$ cat src/rtl/cmp_sar_search.sv
// Successive-approximation search that recovers the value on a magnitude
// comparator's A inputs by driving B and reading the GT/LT/EQ flags.
module cmp_sar_search #(
   parameter int N      = 4,
   parameter int SETTLE = 2,
   parameter int CW     = 3
) (
   input  logic          clk,
   input  logic          rst,
   input  logic          start,
   input  logic          a_gt_b,
   input  logic          a_lt_b,
   input  logic          a_eq_b,
   output logic [N-1:0]  b_out,
   output logic          busy,
   output logic          done,
   output logic          found,
   output logic [N-1:0]  result,
   output logic          err,
   output logic [CW-1:0] probes
);

   localparam int SW = (SETTLE > 1) ? $clog2(SETTLE) : 1;
   localparam logic [SW-1:0] CNT_INIT = SW'(SETTLE - 1);
   localparam logic [N:0]    HI_INIT  = {1'b0, {N{1'b1}}};
   localparam logic [N-1:0]  B_INIT   = {1'b1, {(N-1){1'b0}}};

   typedef enum logic [1:0] {S_IDLE, S_SETTLE, S_DECIDE, S_DONE} state_t;

   state_t          state_q, state_d;
   logic [N:0]      lo_q, lo_d, hi_q, hi_d;
   logic [N-1:0]    b_q, b_d, result_q, result_d;
   logic [SW-1:0]   cnt_q, cnt_d;
   logic [CW-1:0]   probes_q, probes_d;
   logic            found_q, found_d, err_q, err_d;

   logic            onehot_w, empty_w;
   logic [N:0]      lo_n, hi_n;
   logic [N-1:0]    mid_w;

   // Midpoint rounds up so the first probe lands on 2^(N-1).
   function automatic logic [N-1:0] mid_of(input logic [N:0] lo, input logic [N:0] hi);
      logic [N+1:0] s;
      s = {1'b0, lo} + {1'b0, hi} + (N+2)'(1);
      return s[N:1];
   endfunction

   // lo is unsigned (may reach 2^N), hi is signed (may reach -1).
   function automatic logic range_empty(input logic [N:0] lo, input logic [N:0] hi);
      return $signed({1'b0, lo}) > $signed({hi[N], hi});
   endfunction

   always_comb begin
      onehot_w = ({a_gt_b, a_lt_b, a_eq_b} == 3'b100) ||
                 ({a_gt_b, a_lt_b, a_eq_b} == 3'b010) ||
                 ({a_gt_b, a_lt_b, a_eq_b} == 3'b001);
      lo_n = lo_q;
      hi_n = hi_q;
      if (a_gt_b)
         lo_n = {1'b0, b_q} + (N+1)'(1);
      else if (a_lt_b)
         hi_n = {1'b0, b_q} - (N+1)'(1);
      empty_w = range_empty(lo_n, hi_n);
      mid_w   = mid_of(lo_n, hi_n);
   end

   always_ff @(posedge clk or posedge rst) begin
      if (rst)
         state_q <= S_IDLE;
      else
         state_q <= state_d;
   end

   always_comb begin
      state_d = state_q;
      case (state_q)
         S_IDLE:   if (start) state_d = S_SETTLE;
         S_SETTLE: if (cnt_q == '0) state_d = S_DECIDE;
         S_DECIDE: begin
            if (!onehot_w || a_eq_b || empty_w)
               state_d = S_DONE;
            else
               state_d = S_SETTLE;
         end
         S_DONE:   state_d = S_IDLE;
         default:  state_d = S_IDLE;
      endcase
   end

   always_comb begin
      busy = 1'b0;
      done = 1'b0;
      case (state_q)
         S_SETTLE, S_DECIDE: busy = 1'b1;
         S_DONE:             done = 1'b1;
         default:            ;
      endcase
   end

   always_comb begin
      lo_d     = lo_q;
      hi_d     = hi_q;
      b_d      = b_q;
      cnt_d    = cnt_q;
      probes_d = probes_q;
      found_d  = found_q;
      err_d    = err_q;
      result_d = result_q;
      case (state_q)
         S_IDLE: begin
            if (start) begin
               lo_d     = '0;
               hi_d     = HI_INIT;
               b_d      = B_INIT;
               cnt_d    = CNT_INIT;
               probes_d = '0;
               err_d    = 1'b0;
               found_d  = 1'b0;
            end
         end
         S_SETTLE: if (cnt_q != '0) cnt_d = cnt_q - SW'(1);
         S_DECIDE: begin
            probes_d = probes_q + CW'(1);
            if (!onehot_w) begin
               err_d   = 1'b1;
               found_d = 1'b0;
            end else if (a_eq_b) begin
               result_d = b_q;
               found_d  = 1'b1;
            end else begin
               lo_d = lo_n;
               hi_d = hi_n;
               if (empty_w) begin
                  err_d   = 1'b1;
                  found_d = 1'b0;
               end else begin
                  b_d   = mid_w;
                  cnt_d = CNT_INIT;
               end
            end
         end
         default: ;
      endcase
   end

   always_ff @(posedge clk or posedge rst) begin
      if (rst) begin
         lo_q     <= '0;
         hi_q     <= HI_INIT;
         b_q      <= '0;
         cnt_q    <= '0;
         probes_q <= '0;
         found_q  <= 1'b0;
         err_q    <= 1'b0;
         result_q <= '0;
      end else begin
         lo_q     <= lo_d;
         hi_q     <= hi_d;
         b_q      <= b_d;
         cnt_q    <= cnt_d;
         probes_q <= probes_d;
         found_q  <= found_d;
         err_q    <= err_d;
         result_q <= result_d;
      end
   end

   assign b_out  = b_q;
   assign found  = found_q;
   assign result = result_q;
   assign err    = err_q;
   assign probes = probes_q;

endmodule

$ cat config.mk
export PLATFORM = sky130hd
export DESIGN_NAME = cmp_sar_search
export DESIGN_NICKNAME = d
export VERILOG_FILES = /design/src/rtl/cmp_sar_search.sv
export SDC_FILE = /design/constraint.sdc
export NUM_CORES = 1
export LEC_CHECK = 0
export CAP_MARGIN = 5
export CORE_ASPECT_RATIO = 1.75
export CORE_UTILIZATION = 45
export CTS_CLUSTER_DIAMETER = 100
export DETAILED_ROUTE_END_ITERATION = 10
export GPL_TIMING_DRIVEN = 0
export PLACE_DENSITY = 0.66
export SLEW_MARGIN = 20
export SYNTH_ARGS = -nofsm -noshare
export SYNTH_HDL_FRONTEND = slang
export SYNTH_SLANG_ARGS = --single-unit
$ cat constraint.sdc
create_clock -name clk -period 3.6 [get_ports clk]
set_input_delay 0.36 -clock clk [delete_from_list [all_inputs] [get_ports clk]]
set_output_delay 0.36 -clock clk [all_outputs]
set_load 0.05 [all_outputs]
==> results.json, run 1 <==
{
  "worst_setup_path_end_kind": "flop",
  "multiInputGateArea_mm2": 0.00113,
  "port-buffer-count": 20,
  "io_pins": 21,
  "start_kind": "input pin",
  "synth_enable_flop_cells": 0,
  "die_area_mm2": 0.00447,
  "die_w_um": 51.0,
  "cts_max_path_buffers": 2,
  "tns_ns": 0,
  "relSlewSlack": 0.377,
  "max_stage_delay_ns": 0.51,
  "crit_fanout": 10,
  "drt_iter0_drc": 48,
  "critical_path_required_ns": 3.77,
  "htree_levels": 1,
  "cp_slowest_cell": "clkdlybuf4s50_1",
  "drt-wirelength-per-cell_um": 15.6,
  "gr-total-overflow": 0,
  "seqCellArea_um2": 656,
  "clkLatencyLatePin_ns": 0.28,
  "finalCritPeriodShare": 0.896,
  "synthDistinctLibCells": 43,
  "cts_tree": "yes",
  "drt-total-wl_um": 4530,
  "cts_buffers": 3,
  "root_buffer": "clkbuf_8",
  "drive_gt1_frac": 0.0744,
  "numClockSinks": 26,
  "grt_pass1_vias": 1597,
  "rsz0062_at_grt": "no",
  "p_leak_uw": 0.00101,
  "critPathBufInv": 2,
  "max_freq_mhz": 310,
  "post-place-ws_ns": 0.110,
  "tightestPinTransition_ns": 0.928,
  "min_period_ns": 3.23,
  "fin_nets": 267,
  "synth-async-reset-ratio": 1.00,
  "drv_cap": 0,
  "stdcell_count": 290,
  "place_inst": 286,
  "vias_per_cell": 5.67,
  "final_cell_mix": "26 x nand2_1, 23 x nor2_1, 22 x dfrtp_1",
  "syn_inst": 218,
  "final_common_cell": "nand2_1",
  "syn_nets": 242,
  "hold_buffers": 0,
  "n_fill_cell": 383,
  "antenna_found_initial": 0,
  "power_uw": 1960,
  "path_class": "input pin to flop",
  "syn_to_final_growth_pct": 17.6,
  "status": "completed",
  "grt_usage": 0.226,
  "path_cells": "clkdlybuf4s50_1, nand2b_1, clkbuf_1, mux2_2, ha_1, nor3b_1, nand3b_1, a21bo_4, a21oi_1, o31a_1",
  "p_per_area_mw_per_mm2": 884,
  "avgSynthCellArea_um2": 8.66,
  "place.gp.congestion": 0.875,
  "ys.flop_type": "dfrtp_1",
  "fin_ws_ns": 0.373,
  "dr_total_vias": 1644,
  "core_mm2": 0.00394,
  "drt_pass1_iterations": 4,
  "route.detailed.drc": 0,
  "skew_ns": 0.00347,
  "start_util": 0.479,
  "syn_area_mm2": 0.00189,
  "die_y_um": 87.7,
  "hold_ws_ns": 0.472,
  "grt_max_degree": 27,
  "clk_transition_reported_paths_ns": 0.10,
  "ys_warn_count": 0,
  "cp_top_family": "buffers and inverters",
  "post-cts-setup-buffers": 0,
  "cts_repair_resize_count": 0,
  "grt_pass1_wl_um": 7590,
  "seq_area_frac_synth": 0.347,
  "setup_viol": 0,
  "synth_seq_cells": 26,
  "drv_slew": 0,
  "ir_worst_vdd_mv": 0.509,
  "rows": 30,
  "cp_data_arrival_time_ns": 3.40,
  "n_antenna_cell": 0,
  "hpwl_um": 3530,
  "hold_viol": 0,
  "hold_class": "input pin to async pin",
  "antenna_left": 0
}
where the power goes:
part	switching, uW	internal (uW)	total, uW
clock network	102	149	251
registers	82.0	398	480
logic	788	445	1230
total	971	991	1960
final cells by class:
type / instances / area share
Multi-Input combinational cell: 166 / 0.508
Tap cell: 48 / 0.0271
Clock buffer: 3 / 0.0186
Inverter: 15 / 0.0254
Timing Repair Buffer: 20 / 0.0902
Buffer: 11 / 0.0220
Sequential cell: 26 / 0.295
Clock inverter: 1 / 0.0135
cell usage after synthesis, types with 2 or more instances:
library cell | n | share of area
o21ai_0 | 15 | 0.040
inv_1 | 15 | 0.030
nand2b_1 | 3 | 0.0099
a21boi_0 | 2 | 0.0079
a211oi_1 | 4 | 0.016
ha_1 | 17 | 0.11
dfrtp_1 | 22 | 0.29
a22o_1 | 4 | 0.019
a21o_1 | 2 | 0.0079
a31oi_1 | 4 | 0.013
a41oi_1 | 5 | 0.023
a22oi_1 | 2 | 0.0079
nor2b_1 | 2 | 0.0066
nor2_1 | 23 | 0.046
o21a_1 | 2 | 0.0079
nand3_1 | 9 | 0.024
nand2_1 | 26 | 0.052
mux2i_1 | 3 | 0.016
a21oi_1 | 10 | 0.027
mux2_2 | 6 | 0.036
o22ai_1 | 3 | 0.0099
clkbuf_1 | 9 | 0.018
nand3b_1 | 2 | 0.0079
dfstp_2 | 4 | 0.056
xnor2_1 | 6 | 0.028
cells by family after synthesis:
group	synth area share
AOI/OAI and AO/OA	0.218
xor gates and xnor gates	0.0325
adders and majority gates	0.123
buffers and inverters	0.0557
DFF	0.347
muxes	0.0517
and+or+nand+nor	0.172
stage by stage:
step | util | cell area (um^2)
2_1_floorplan | - | 1890
4_1_cts | 0.563 | 2220
5_1_grt | 0.563 | 2220
3_3_place_gp | 0.545 | 2150
3_5_place_dp | 0.545 | 2150
6_report | 0.563 | 2220
path summary, 6_finish.rpt:
path / startpoint / to / slack [ns] / depth (start not counted)
max: a_gt_b / state_q[1] / 0.37 / 10
min: rst / state_q[1] / 0.47 / 2
min reg2reg: lo_q[4] / lo_q[4] / 0.49 / 2
max in group asynchronous: rst / cnt_q / 2.70 / 2
max reg2reg: b_out[0] / state_q[1] / 0.44 / 10
min in group clk: lo_q[4] / lo_q[4] / 0.49 / 2
worst reg2reg max path, cell delays in order (launching register included):
cell	delay [ns]
dfrtp_1	0.53
inv_1	0.14
ha_1	0.25
xnor2_1	0.13
o21ai_0	0.35
ha_1	0.36
nor3b_1	0.29
nand3b_1	0.28
a21bo_4	0.31
a21oi_1	0.11
o31a_1	0.31
routing by layer:
layer,vias up,part of all wire,GRT usage
li1,815,-,-
met1,788,0.41,0.256
met2,32,0.54,0.419
met3,9,0.021,0.0278
met4,0,0.025,0.0884
met5,-,0,0
sequential cells by signal, indices dropped and copies added, names as in the netlist:
name / cells
cnt_q: 1
hi_q: 5
found: 1
result: 4
err: 1
b_out: 4
probes: 3
lo_q: 5
state_q: 2
Note: power is estimated with default switching activity, not from simulation.
==> run 2: changes to the inputs <==
--- a/config.mk
+++ b/config.mk
@@ -7,6 +7,7 @@
 export LEC_CHECK = 0
 export CAP_MARGIN = 5
 export CORE_ASPECT_RATIO = 1.75
+export CORE_MARGIN = 4
 export CORE_UTILIZATION = 45
 export CTS_CLUSTER_DIAMETER = 100
 export DETAILED_ROUTE_END_ITERATION = 10
==> run 2 against run 1 <==
Compared with the run above: combinational power is essentially flat; fmax shrank 1.3%; non-clock buffer count is the same; die area grew 19%; flip-flop and latch count is the same; via count shrank 1.6%; sequential power is essentially flat; count of clock-buffer cells in the layout is the same; sequential share of layout area is the same; critical path type unchanged; critical endpoint is now found; highest routed layer unchanged.
==> results.json, run 2 (synthesized netlist as in run 1, its figures left out) <==
{
  "status": "completed",
  "drive_gt1_frac": 0.0744,
  "numClockSinks": 26,
  "skew_ns": 0.00837,
  "path_class": "input pin to flop",
  "place.gp.congestion": 0.877,
  "final_cell_mix": "26 x nand2_1, 23 x nor2_1, 22 x dfrtp_1",
  "setup_viol": 0,
  "antenna_left": 0,
  "critPathBufInv": 2,
  "placed_area_mm2": 0.00215,
  "path_cells": "clkdlybuf4s50_1, nand2b_1, clkbuf_1, mux2_2, ha_1, nor3b_1, o21a_1, o21ai_0, a21bo_4, a31o_1, a22o_1",
  "start_kind": "input pin",
  "rows": 30,
  "route.detailed.drc": 0,
  "hold_ws_ns": 0.473,
  "grt_max_degree": 27,
  "root_buffer": "clkbuf_8",
  "dr_total_vias": 1618,
  "pwr-share-comb": 0.625,
  "clockPowerShare": 0.128,
  "grt_pass1_vias": 1558,
  "fin_ws_ns": 0.331,
  "cts_max_path_buffers": 2,
  "crit_fanout": 10,
  "drt_iter0_drc": 59,
  "tightestPinTransition_ns": 0.946,
  "die_y_um": 93.7,
  "hold_class": "input pin to async pin",
  "htree_levels": 1,
  "fin_nets": 267,
  "crit_cells": 11,
  "r2r_cells": 11,
  "gr-total-overflow": 0,
  "rsz0062_at_grt": "no",
  "cp_data_arrival_time_ns": 3.44,
  "power.internal_uw": 991,
  "start_util": 0.475,
  "drv_slew": 0,
  "cts_buffers": 3,
  "drt-total-wl_um": 4630,
  "power_switching_uw": 963,
  "final_common_cell": "nand2_1",
  "die_w_um": 57.0,
  "antenna_found_initial": 0,
  "tns_ns": 0,
  "max_freq_mhz": 306,
  "hold_viol": 0,
  "grt_usage": 0.176,
  "worst_setup_path_end_kind": "flop",
  "finalCritPeriodShare": 0.908,
  "cts_tree": "yes",
  "syn_to_final_growth_pct": 17.6,
  "clk_transition_reported_paths_ns": 0.10,
  "drt-wirelength-per-cell_um": 16.0,
  "final_area_mm2": 0.00222,
  "drt_pass1_iterations": 4,
  "cts_repair_resize_count": 0,
  "hpwl_um": 3620,
  "die_area_mm2": 0.00534,
  "grt_pass1_wl_um": 7430,
  "ir_worst_vdd_mv": 0.575,
  "reg_top3": "hi_q x5, lo_q x5",
  "vias_per_cell": 5.58,
  "cp_slowest_cell": "clkdlybuf4s50_1",
  "min_period_ns": 3.27,
  "n_antenna_cell": 0,
  "pwr-share-seq": 0.247,
  "post-cts-setup-buffers": 0,
  "core_mm2": 0.00398,
  "drv_cap": 0,
  "p_per_area_mw_per_mm2": 880,
  "relSlewSlack": 0.365,
  "critical_path_required_ns": 3.77,
  "p_leak_uw": 0.00101,
  "cp_top_family": "compound AO/OA/AOI/OAI gates",
  "max_stage_delay_ns": 0.51,
  "post-place-ws_ns": 0.0601,
  "hold_buffers": 0,
  "port-buffer-count": 20,
  "io_pins": 21,
  "clkLatencyLatePin_ns": 0.28,
  "switching_share": 0.493
}
## run 2: power by group through the flow
stage,Sequential [uW],Clock (uW),Combinational [uW]
after floorplan,650,0,720
after global placement,484,0,1220
after detailed placement,487,0,1230
after CTS,481,255,1230
after global routing,497,266,1330
final,483,250,1220
## run 2: worst paths after layout
path,startpoint,endpoint,slack (ns)
setup / recovery,a_gt_b,found,0.33
hold / removal,rst,err,0.47
setup reg to reg,b_out[0],found,0.37
hold reg to reg,lo_q[4],lo_q[4],0.49
max in group asynchronous,rst,hi_q[4],2.69
min in group clk,lo_q[4],lo_q[4],0.49
## run 2: final cells by class
type,count,area (um^2)
buffer,11,48.8
clock buffer,3,41.3
timing repair buffer,20,200
clock inverter,1,30.0
inverter,15,56.3
multi-input combinational,166,1130
fill,387,1760
tap,48,60.1
sequential,26,656
## run 2: routing by layer
metal  GRT usage  wire length (um)
met1       0.199              1900
met2       0.335              2560
met3      0.0179                89
met4      0.0580                84
met5           0                 0
## run 2: worst register-to-register path, cell delays in order (launching register included)
cell     delay [ns]
dfrtp_1        0.54
inv_1          0.15
ha_1           0.24
xnor2_1        0.13
o21ai_0        0.36
ha_1           0.36
nor3b_1        0.30
o21a_1         0.19
o21ai_0        0.15
a21bo_4        0.29
a31o_1         0.23
a22o_1         0.19
## run 2: per-stage QoR
| stage | util | cells | total power [uW] |
|---|---|---|---|
| after floorplan | - | 218 | 1370 |
| after CTS | 0.558 | 290 | 1970 |
| final | 0.558 | 290 | 1950 |
| after detailed placement | 0.540 | 286 | 1710 |
| after global placement | 0.540 | 286 | 1700 |
| after global routing | 0.558 | 290 | 2090 |
